==> src/rtl/uart_pkg.sv <==
// Shared UART definitions: parity modes, transmit FSM states and the
// bit-period helper used by both the transmitter and the future receiver.
package uart_pkg;
  localparam int PAR_NONE = 0;
  localparam int PAR_EVEN = 1;
  localparam int PAR_ODD  = 2;

  typedef enum logic [2:0] {
    ST_IDLE,
    ST_START,
    ST_DATA,
    ST_PARITY,
    ST_STOP
  } uart_state_t;

  function automatic int bit_cycles(input int clk_hz, input int baud);
    return clk_hz / baud;
  endfunction
endpackage

==> src/rtl/uart_baud_tick.sv <==
// Bit-period counter: pulses tick for one cycle every CYCLES enabled cycles;
// clr holds the count at zero so the next bit starts on a full period.
module uart_baud_tick #(
  parameter int CYCLES = 434
) (
  input  logic clk,
  input  logic rst,
  input  logic en,
  input  logic clr,
  output logic tick
);
  localparam int CW = (CYCLES > 1) ? $clog2(CYCLES) : 1;
  localparam logic [CW-1:0] LAST = CW'(CYCLES - 1);

  logic [CW-1:0] cnt;

  always_ff @(posedge clk or posedge rst) begin
    if (rst) begin
      cnt <= '0;
    end else if (clr || (en && cnt == LAST)) begin
      cnt <= '0;
    end else if (en) begin
      cnt <= cnt + CW'(1);
    end
  end

  assign tick = en && (cnt == LAST);
endmodule

==> src/rtl/uart_message_sender.sv <==
// Buffered UART message transmitter: sends the first i_len buffer entries
// as framed characters back to back, optionally repeating the message.
module uart_message_sender
  import uart_pkg::*;
#(
  parameter int CLK_HZ    = 50_000_000,
  parameter int BAUD      = 115200,
  parameter int DATA_BITS = 8,
  parameter int DEPTH     = 8,
  parameter int PARITY    = 0,
  parameter int STOP_BITS = 1,
  localparam int AW       = $clog2(DEPTH)
) (
  input  logic                 i_clk,
  input  logic                 i_rst,
  input  logic                 i_wr_en,
  input  logic [AW-1:0]        i_wr_addr,
  input  logic [DATA_BITS-1:0] i_wr_data,
  input  logic [AW:0]          i_len,
  input  logic                 i_start,
  input  logic                 i_repeat,
  output logic                 o_tx,
  output logic                 o_busy,
  output logic                 o_done,
  output logic [AW-1:0]        o_char_idx,
  output uart_state_t          o_state
);
  localparam int BIT_CYCLES = bit_cycles(CLK_HZ, BAUD);
  localparam int LW = AW + 1;
  localparam logic [3:0] LAST_DATA = 4'(DATA_BITS - 1);
  localparam logic [3:0] LAST_STOP = 4'(STOP_BITS - 1);
  localparam logic [LW-1:0] DEPTH_L = LW'(DEPTH);

  logic [DATA_BITS-1:0] buffer [DEPTH];
  uart_state_t          state;
  logic [DATA_BITS-1:0] shreg;
  logic                 par_bit;
  logic [3:0]           bit_cnt;
  logic [LW-1:0]        len_q;
  logic [LW-1:0]        eff_len;
  logic [AW-1:0]        next_idx;
  logic                 last_char;
  logic                 tick;

  function automatic logic parity_of(input logic [DATA_BITS-1:0] d);
    return (^d) ^ (PARITY == PAR_ODD);
  endfunction

  always_ff @(posedge i_clk) begin
    if (i_wr_en) buffer[i_wr_addr] <= i_wr_data;
  end

  assign eff_len   = (i_len > DEPTH_L) ? DEPTH_L : i_len;
  assign next_idx  = o_char_idx + AW'(1);
  assign last_char = ({1'b0, o_char_idx} == len_q - LW'(1));
  assign o_state   = state;

  uart_baud_tick #(.CYCLES(BIT_CYCLES)) u_tick (
    .clk  (i_clk),
    .rst  (i_rst),
    .en   (state != ST_IDLE),
    .clr  (state == ST_IDLE),
    .tick (tick)
  );

  // Protocol: i_start is a level request taken only in IDLE with a non-zero
  // length; o_busy covers the whole message and o_done marks its last cycle.
  always_ff @(posedge i_clk or posedge i_rst) begin
    if (i_rst) begin
      state      <= ST_IDLE;
      o_tx       <= 1'b1;
      o_busy     <= 1'b0;
      o_done     <= 1'b0;
      o_char_idx <= '0;
      shreg      <= '0;
      par_bit    <= 1'b0;
      bit_cnt    <= '0;
      len_q      <= '0;
    end else begin
      o_done <= 1'b0;
      case (state)
        ST_IDLE: begin
          if (i_start && eff_len != '0) begin
            state      <= ST_START;
            o_tx       <= 1'b0;
            o_busy     <= 1'b1;
            o_char_idx <= '0;
            len_q      <= eff_len;
            shreg      <= buffer[0];
            par_bit    <= parity_of(buffer[0]);
          end
        end
        ST_START: begin
          if (tick) begin
            state   <= ST_DATA;
            o_tx    <= shreg[0];
            shreg   <= shreg >> 1;
            bit_cnt <= '0;
          end
        end
        ST_DATA: begin
          if (tick) begin
            if (bit_cnt == LAST_DATA) begin
              bit_cnt <= '0;
              if (PARITY != PAR_NONE) begin
                state <= ST_PARITY;
                o_tx  <= par_bit;
              end else begin
                state <= ST_STOP;
                o_tx  <= 1'b1;
              end
            end else begin
              o_tx    <= shreg[0];
              shreg   <= shreg >> 1;
              bit_cnt <= bit_cnt + 4'd1;
            end
          end
        end
        ST_PARITY: begin
          if (tick) begin
            state <= ST_STOP;
            o_tx  <= 1'b1;
          end
        end
        ST_STOP: begin
          if (tick) begin
            if (bit_cnt != LAST_STOP) begin
              bit_cnt <= bit_cnt + 4'd1;
            end else if (!last_char) begin
              state      <= ST_START;
              o_tx       <= 1'b0;
              o_char_idx <= next_idx;
              shreg      <= buffer[next_idx];
              par_bit    <= parity_of(buffer[next_idx]);
            end else begin
              o_done <= 1'b1;
              if (i_repeat) begin
                state      <= ST_START;
                o_tx       <= 1'b0;
                o_char_idx <= '0;
                shreg      <= buffer[0];
                par_bit    <= parity_of(buffer[0]);
              end else begin
                state  <= ST_IDLE;
                o_tx   <= 1'b1;
                o_busy <= 1'b0;
              end
            end
          end
        end
        default: state <= ST_IDLE;
      endcase
    end
  end
endmodule

==> config.mk <==
export PLATFORM = sky130hd
export DESIGN_NAME = uart_message_sender
export DESIGN_NICKNAME = d
export VERILOG_FILES = /design/src/rtl/uart_pkg.sv /design/src/rtl/uart_baud_tick.sv /design/src/rtl/uart_message_sender.sv
export SDC_FILE = /design/constraint.sdc
export NUM_CORES = 1
export LEC_CHECK = 0
export CORE_UTILIZATION = 64
export CTS_CLUSTER_DIAMETER = 60
export CTS_CLUSTER_SIZE = 24
export DETAILED_ROUTE_END_ITERATION = 16
export PLACE_DENSITY = 0.88
export SETUP_SLACK_MARGIN = 0.1
export SLEW_MARGIN = 25
export SYNTH_ARGS = -nofsm -noshare
export SYNTH_HDL_FRONTEND = slang
export SYNTH_HIERARCHICAL = 1
export SYNTH_SLANG_ARGS = --single-unit
==> constraint.sdc <==
create_clock -name i_clk -period 7.8 [get_ports i_clk]
set_clock_uncertainty 0.15 [all_clocks]
set_input_delay 1.17 -clock i_clk [delete_from_list [all_inputs] [get_ports i_clk]]
set_output_delay 1.17 -clock i_clk [all_outputs]
set_load 0.005 [all_outputs]
==> results.toml, run 1 <==
[run_status]
status = "finished clean"

[layout]
multiInputGateArea_um2 = 1880
regArea_um2 = 2770
fin_area_um2 = 5370
nNetsFinal = 415
syn_to_final_growth_pct = 11.9
n_antenna_cell = 0
nFillCells = 427
drive_gt1_frac = 0.155
final_cells = 493

[timing]
slew_violations = 0
max_freq_mhz = 247
worstMarginPinSlew_ns = 0.869
period_share = 0.519
setup_viol = 0
rsz0062_at_grt = "false"
worst_slack_ns = 3.75
tns_ns = 0
finalHoldViolCount = 0
max_slew_margin = 0.418
period_needed_ns = 4.05

[place]
gp_congestion = 0.894
place_inst = 477
port-buffer-count = 28
hpwl_um = 6410
placed_cell_area_um2 = 5150
dp_slack_ns = 3.58

[floorplan]
die_area_um2 = 7850
core_area_um2 = 7250
start_util = 0.661
fp.dieH_um = 88.6
ios = 29
fp-row-count = 31
die_w_um = 88.6

[synthesis]
synth.area.top_cells = "edfxtp_1 40%, dfrtp_1 17%, mux4_2 5.6%"
async_reset_ff_frac = 0.347
yosysWarnings = 6
synthCells = 361
synth.top_cells.by_count = "64 x edfxtp_1, 33 x dfrtp_1, 23 x nand2_1"
synth_ff_type = "edfxtp_1"
yosysTopAreaCell = "edfxtp_1"
synth_edf_count = 64
yosysMostFrequentCell = "edfxtp_1"
ys_seq_elements = 98
postSynthAreaPerCell_um2 = 13.3
synth_top_area_frac = 0.401
syn_nets = 387
synth.distinct_cells = 63
synth_seq_area_share = 0.578
syn_area_um2 = 4800

[grt]
track_usage = 0.256
overflow = 0
antenna_found_initial = 0
grt_first_pass_wirelength_um = 14800
grt_max_degree = 32
grt_pass1_vias = 2990

[clocking]
cts.repair.resized = 0
cts_buffers = 9
clockRootBuffer = "clkbuf_8"
cts.clk_slew.worst_paths_ns = 0.10
worst_skew_pair.late_latency_ns = 0.38
ctsHoldBuffers = 0
clock_path_buffers = 2
ctsHtreeMaxLevel = 3
tritoncts = "built"
clock_sinks = 98
postCtsSetupRepairBufs = 0

[drt]
met1_length_um = 4090
via_per_inst = 6.36
drc = 0
met3_length_um = 466
drt_iter0_drc = 327
dr.pass1.iters = 5
routed_wl_um = 9160
avgRoutedWirePerCell_um = 18.6
wl_met2_um = 4400
ant_nets = 0
via_count = 3137
maxUsedRoutingLayer = "met4"

[worst_hold_path]
min_path_cells = 1
hp-class = "flip-flop to flip-flop"

[setup_path]
cp_max_fo = 22
cp-start-kind = "flip-flop"
crit_chain = "nor2_1 > nand2_1 > nand2_1 > nor3_2 > nor4bb_1 > and2_1 > o21ai_0 > a21o_1 > a221o_2"
crit_top_cell = "nand2_1"
required_ns = 7.91
cp-end-kind = "flip-flop"
cp.depth = 9
cp_slowest_cell = "dfrtp_1"
crit_buf_inv = 0
cp.arrival_ns = 4.16
slowest_delay_ns = 0.79
r2r_cells = 9
path_delay_family = "simple AND/OR/NAND/NOR gates"
path_class = "flip-flop to flip-flop"

[power]
leakage_uw = 0.00193
vdd_ir_drop_max_v = 0.000188
power_density_nw_per_um2 = 179

[job]
maxCapViolations = 0
[through the flow]
stage	util	total power, uW	hold slack, ns
floorplan	-	604	0.326
global placement	0.710	625	0.346
detailed placement	0.710	628	0.358
CTS	0.739	967	0.382
global route	0.740	991	0.399
finish	0.740	963	0.391
[cells in the final DEF, fill, tap and decap left out, types with 7 or more instances in the layout]
cell	count
nand2b_1	7
mux2_2	8
mux2i_1	12
nand2_1	23
dfrtp_1	33
mux4_2	12
inv_1	18
nor3b_1	9
nor3_1	9
nor2_1	20
clkbuf_8	9
o21ai_0	20
nand3b_1	9
clkdlybuf4s50_1	28
edfxtp_1	64
[where the power goes]
| part | internal [uW] | leakage [uW] | switching, uW |
|---|---|---|---|
| registers | 567 | 0.00100 | 5.03 |
| logic | 19.6 | 0.000825 | 24.5 |
| clock network | 154 | 0.000103 | 192 |
[kinds of logic after synthesis]
logic type / share of synthesized area
simple gates: 0.130
flops: 0.578
compound gates: 0.107
mux: 0.113
buf+inv: 0.0323
xor+xnor: 0.0235
fa+ha+maj: 0.0156
[flip-flops by register name (all words and copies together), names as in the netlist]
signal	cells
bit_cnt	4
o_state	3
o_busy	1
len_q	4
shreg	8
o_char_idx	3
buffer	64
o_done	1
o_tx	1
u_tick/cnt	9
[area by class of cell]
type	instances	area share
Timing Repair Buffer	32	0.0578
Inverter	19	0.0133
Multi-Input combinational cell	229	0.350
Sequential cell	98	0.517
Clock buffer	9	0.0231
Clock inverter	7	0.0161
Tap cell	99	0.0231
[path summary, 6_finish.rpt]
kind / from / to / slack [ns]
max reg2reg: o_state[0] / o_char_idx[2] / 3.75
min: shreg[3] / shreg[3] / 0.39
max: o_state[0] / o_char_idx[2] / 3.75
min reg2reg: shreg[3] / shreg[3] / 0.39
max in group asynchronous: i_rst / o_tx / 6.08
min in group asynchronous: i_rst / u_tick/cnt[4] / 0.97
[worst register-to-register path, stage by stage, from the launching register on]
cell,delay (ns)
dfrtp_1,0.79
nor2_1,0.22
nand2_1,0.36
nand2_1,0.24
nor3_2,0.59
nor4bb_1,0.51
and2_1,0.19
o21ai_0,0.22
a21o_1,0.27
a221o_2,0.38
[layer usage]
layer | global-route usage | vias up
met5 | 0 | -
met4 | 0.113 | 0
met2 | 0.397 | 124
li1 | - | 1448
met1 | 0.357 | 1542
met3 | 0.0504 | 23
(Power assumes the default switching activity.)
==> run 2: changes to the inputs <==
Settings changed: CORE_UTILIZATION 64 to 54, PLACE_DENSITY 0.88 to 0.79.
Clock period 7.8 ns to 3.2 ns, I/O delays scaled along.
==> run 2 against run 1 <==
  * Core utilization shrank 11 points
  * Worst hold slack worse by 0.13 ns
  * Setup slack got worse by 3.5 ns
  * Sequential power rose by 140%
  * Cell count rose by 4.1%
  * Register-to-register slack lost 3.5 ns
  * Cell area rose by 1.6%
  * Combinational power grew to 2.5 times the previous value
  * Highest routed layer unchanged
  * Maximum frequency increased by 37%
==> results.toml, run 2 (synthesis results as in run 1) <==
[layout]
regArea_um2 = 2770
final_cells = 513
largest_reg_flops = 64
drive_gt1_frac = 0.178
largestRegisters = "buffer x64, u_tick/cnt x9, shreg x8"
nFillCells = 653
syn_to_final_growth_pct = 13.7
final_common_cell = "edfxtp_1"
n_antenna_cell = 0
top_register = "buffer"
nNetsFinal = 426
layout_common_cells = "64 x edfxtp_1, 33 x dfrtp_1, 28 x clkdlybuf4s50_1"
multiInputGateArea_um2 = 1890

[timing]
rsz0062_at_grt = "false"
max_slew_margin = 0.466
slew_violations = 0
finalHoldViolCount = 0
worstMarginPinSlew_ns = 0.798
period_share = 0.925
tns_ns = 0
period_needed_ns = 2.96
max_freq_mhz = 338
setup_viol = 0

[grt]
grt_first_pass_wirelength_um = 15500
grt_max_degree = 32
track_usage = 0.229
grt_pass1_vias = 3081
antenna_found_initial = 0
overflow = 0

[drt]
dr.pass1.iters = 5
via_per_inst = 6.15
via_count = 3155
drc = 0
drt_iter0_drc = 308
routed_wl_um = 9410
ant_nets = 0
avgRoutedWirePerCell_um = 18.3

[setup_path]
required_ns = 3.30
reg2reg_to = "o_char_idx[2]"
cp_max_fo = 6
worstReg2RegStart = "u_tick/cnt[2]"
cp-end-kind = "flip-flop"
r2r_cells = 7
path_class = "flip-flop to flip-flop"
cp.arrival_ns = 3.06
rrSetupSlack_ns = 0.24
cp-start-kind = "flip-flop"

[clocking]
ctsHoldBuffers = 0
cts.clk_slew.worst_paths_ns = 0.11
worst_skew_pair.late_latency_ns = 0.37
tritoncts = "built"
cts_buffers = 9
clock_sinks = 98
clockRootBuffer = "clkbuf_8"
clock_path_buffers = 2
ctsHtreeMaxLevel = 3

[job]
maxCapViolations = 0

[floorplan]
die_w_um = 96.3
fp.dieH_um = 96.3
core_area_um2 = 8680
ios = 29
fp-row-count = 34
start_util = 0.553
die_area_um2 = 9260

[power]
vdd_ir_drop_max_v = 0.000314
leakage_uw = 0.00198
power_density_nw_per_um2 = 419

[worst_hold_path]
hp-class = "primary input to asynchronous set/reset pin"

[place]
place_inst = 497
hpwl_um = 6680
port-buffer-count = 28
gp_congestion = 0.911

[run_status]
status = "finished clean"
==> run 2: cell count changes in the layout (fill, tap and decap cells not counted), sizes merged <==
cell	previous run	this run
bufinv	1	0
clkinv	3	2
buf	4	15
inv	21	23
==> run 2: per-layer routing <==
metal / wire (um) / GRT usage
met2: 4630 / 0.367
met1: 4140 / 0.314
met3: 501 / 0.0482
met5: 0 / 0
met4: 136 / 0.0746
==> run 2: worst max-delay path: stages (launching register included) <==
cell	delay, ns
dfrtp_1	0.44
or4b_4	0.61
nor3_2	0.29
nor4bb_4	0.28
and2_1	0.16
o21ai_0	0.24
a21o_1	0.29
a221o_2	0.39
==> run 2: report_power, final <==
group	switching, uW	internal [uW]
logic	60.9	49.9
registers	12.1	1380
clock network	474	304
total	547	1740
==> run 2: how the worst max path moves through the flow <==
stage	start	to	slack, ns	depth (start not counted)
floorplan	o_state[2]	o_char_idx[2]	0.15	11
global placement	u_tick/cnt[2]	o_char_idx[2]	0.23	7
detailed placement	u_tick/cnt[2]	o_char_idx[2]	0.13	7
CTS	u_tick/cnt[2]	o_char_idx[2]	0.16	7
global route	u_tick/cnt[2]	o_char_idx[2]	0.14	7
finish	u_tick/cnt[2]	o_char_idx[2]	0.24	7
==> run 2: through the flow <==
stage	utilization	total power [uW]	area, um^2	hold slack [ns]	setup slack (ns)
finish	0.629	2280	5460	0.257	0.240
global route	0.629	2380	5460	0.280	0.139
CTS	0.627	2300	5440	0.236	0.161
detailed placement	0.604	1530	5240	0.351	0.130
global placement	0.604	1530	5240	0.350	0.230
floorplan	-	1470	4800	0.158	0.147
==> run 2: what timing repair did <==
action,in CTS,in global routing
endpoints found under the hold margin,0,0
gates resized for setup,1,2
endpoints found under the setup margin,1,2
buffers inserted,0,0
cloned,0,0
==> run 2: layout make-up <==
cell class,instances,area share
Multi-Input combinational cell,229,0.346
Timing Repair Buffer,43,0.0720
Sequential cell,98,0.508
Clock buffer,9,0.0227
Inverter,19,0.0131
Clock inverter,7,0.0128
Tap cell,108,0.0248
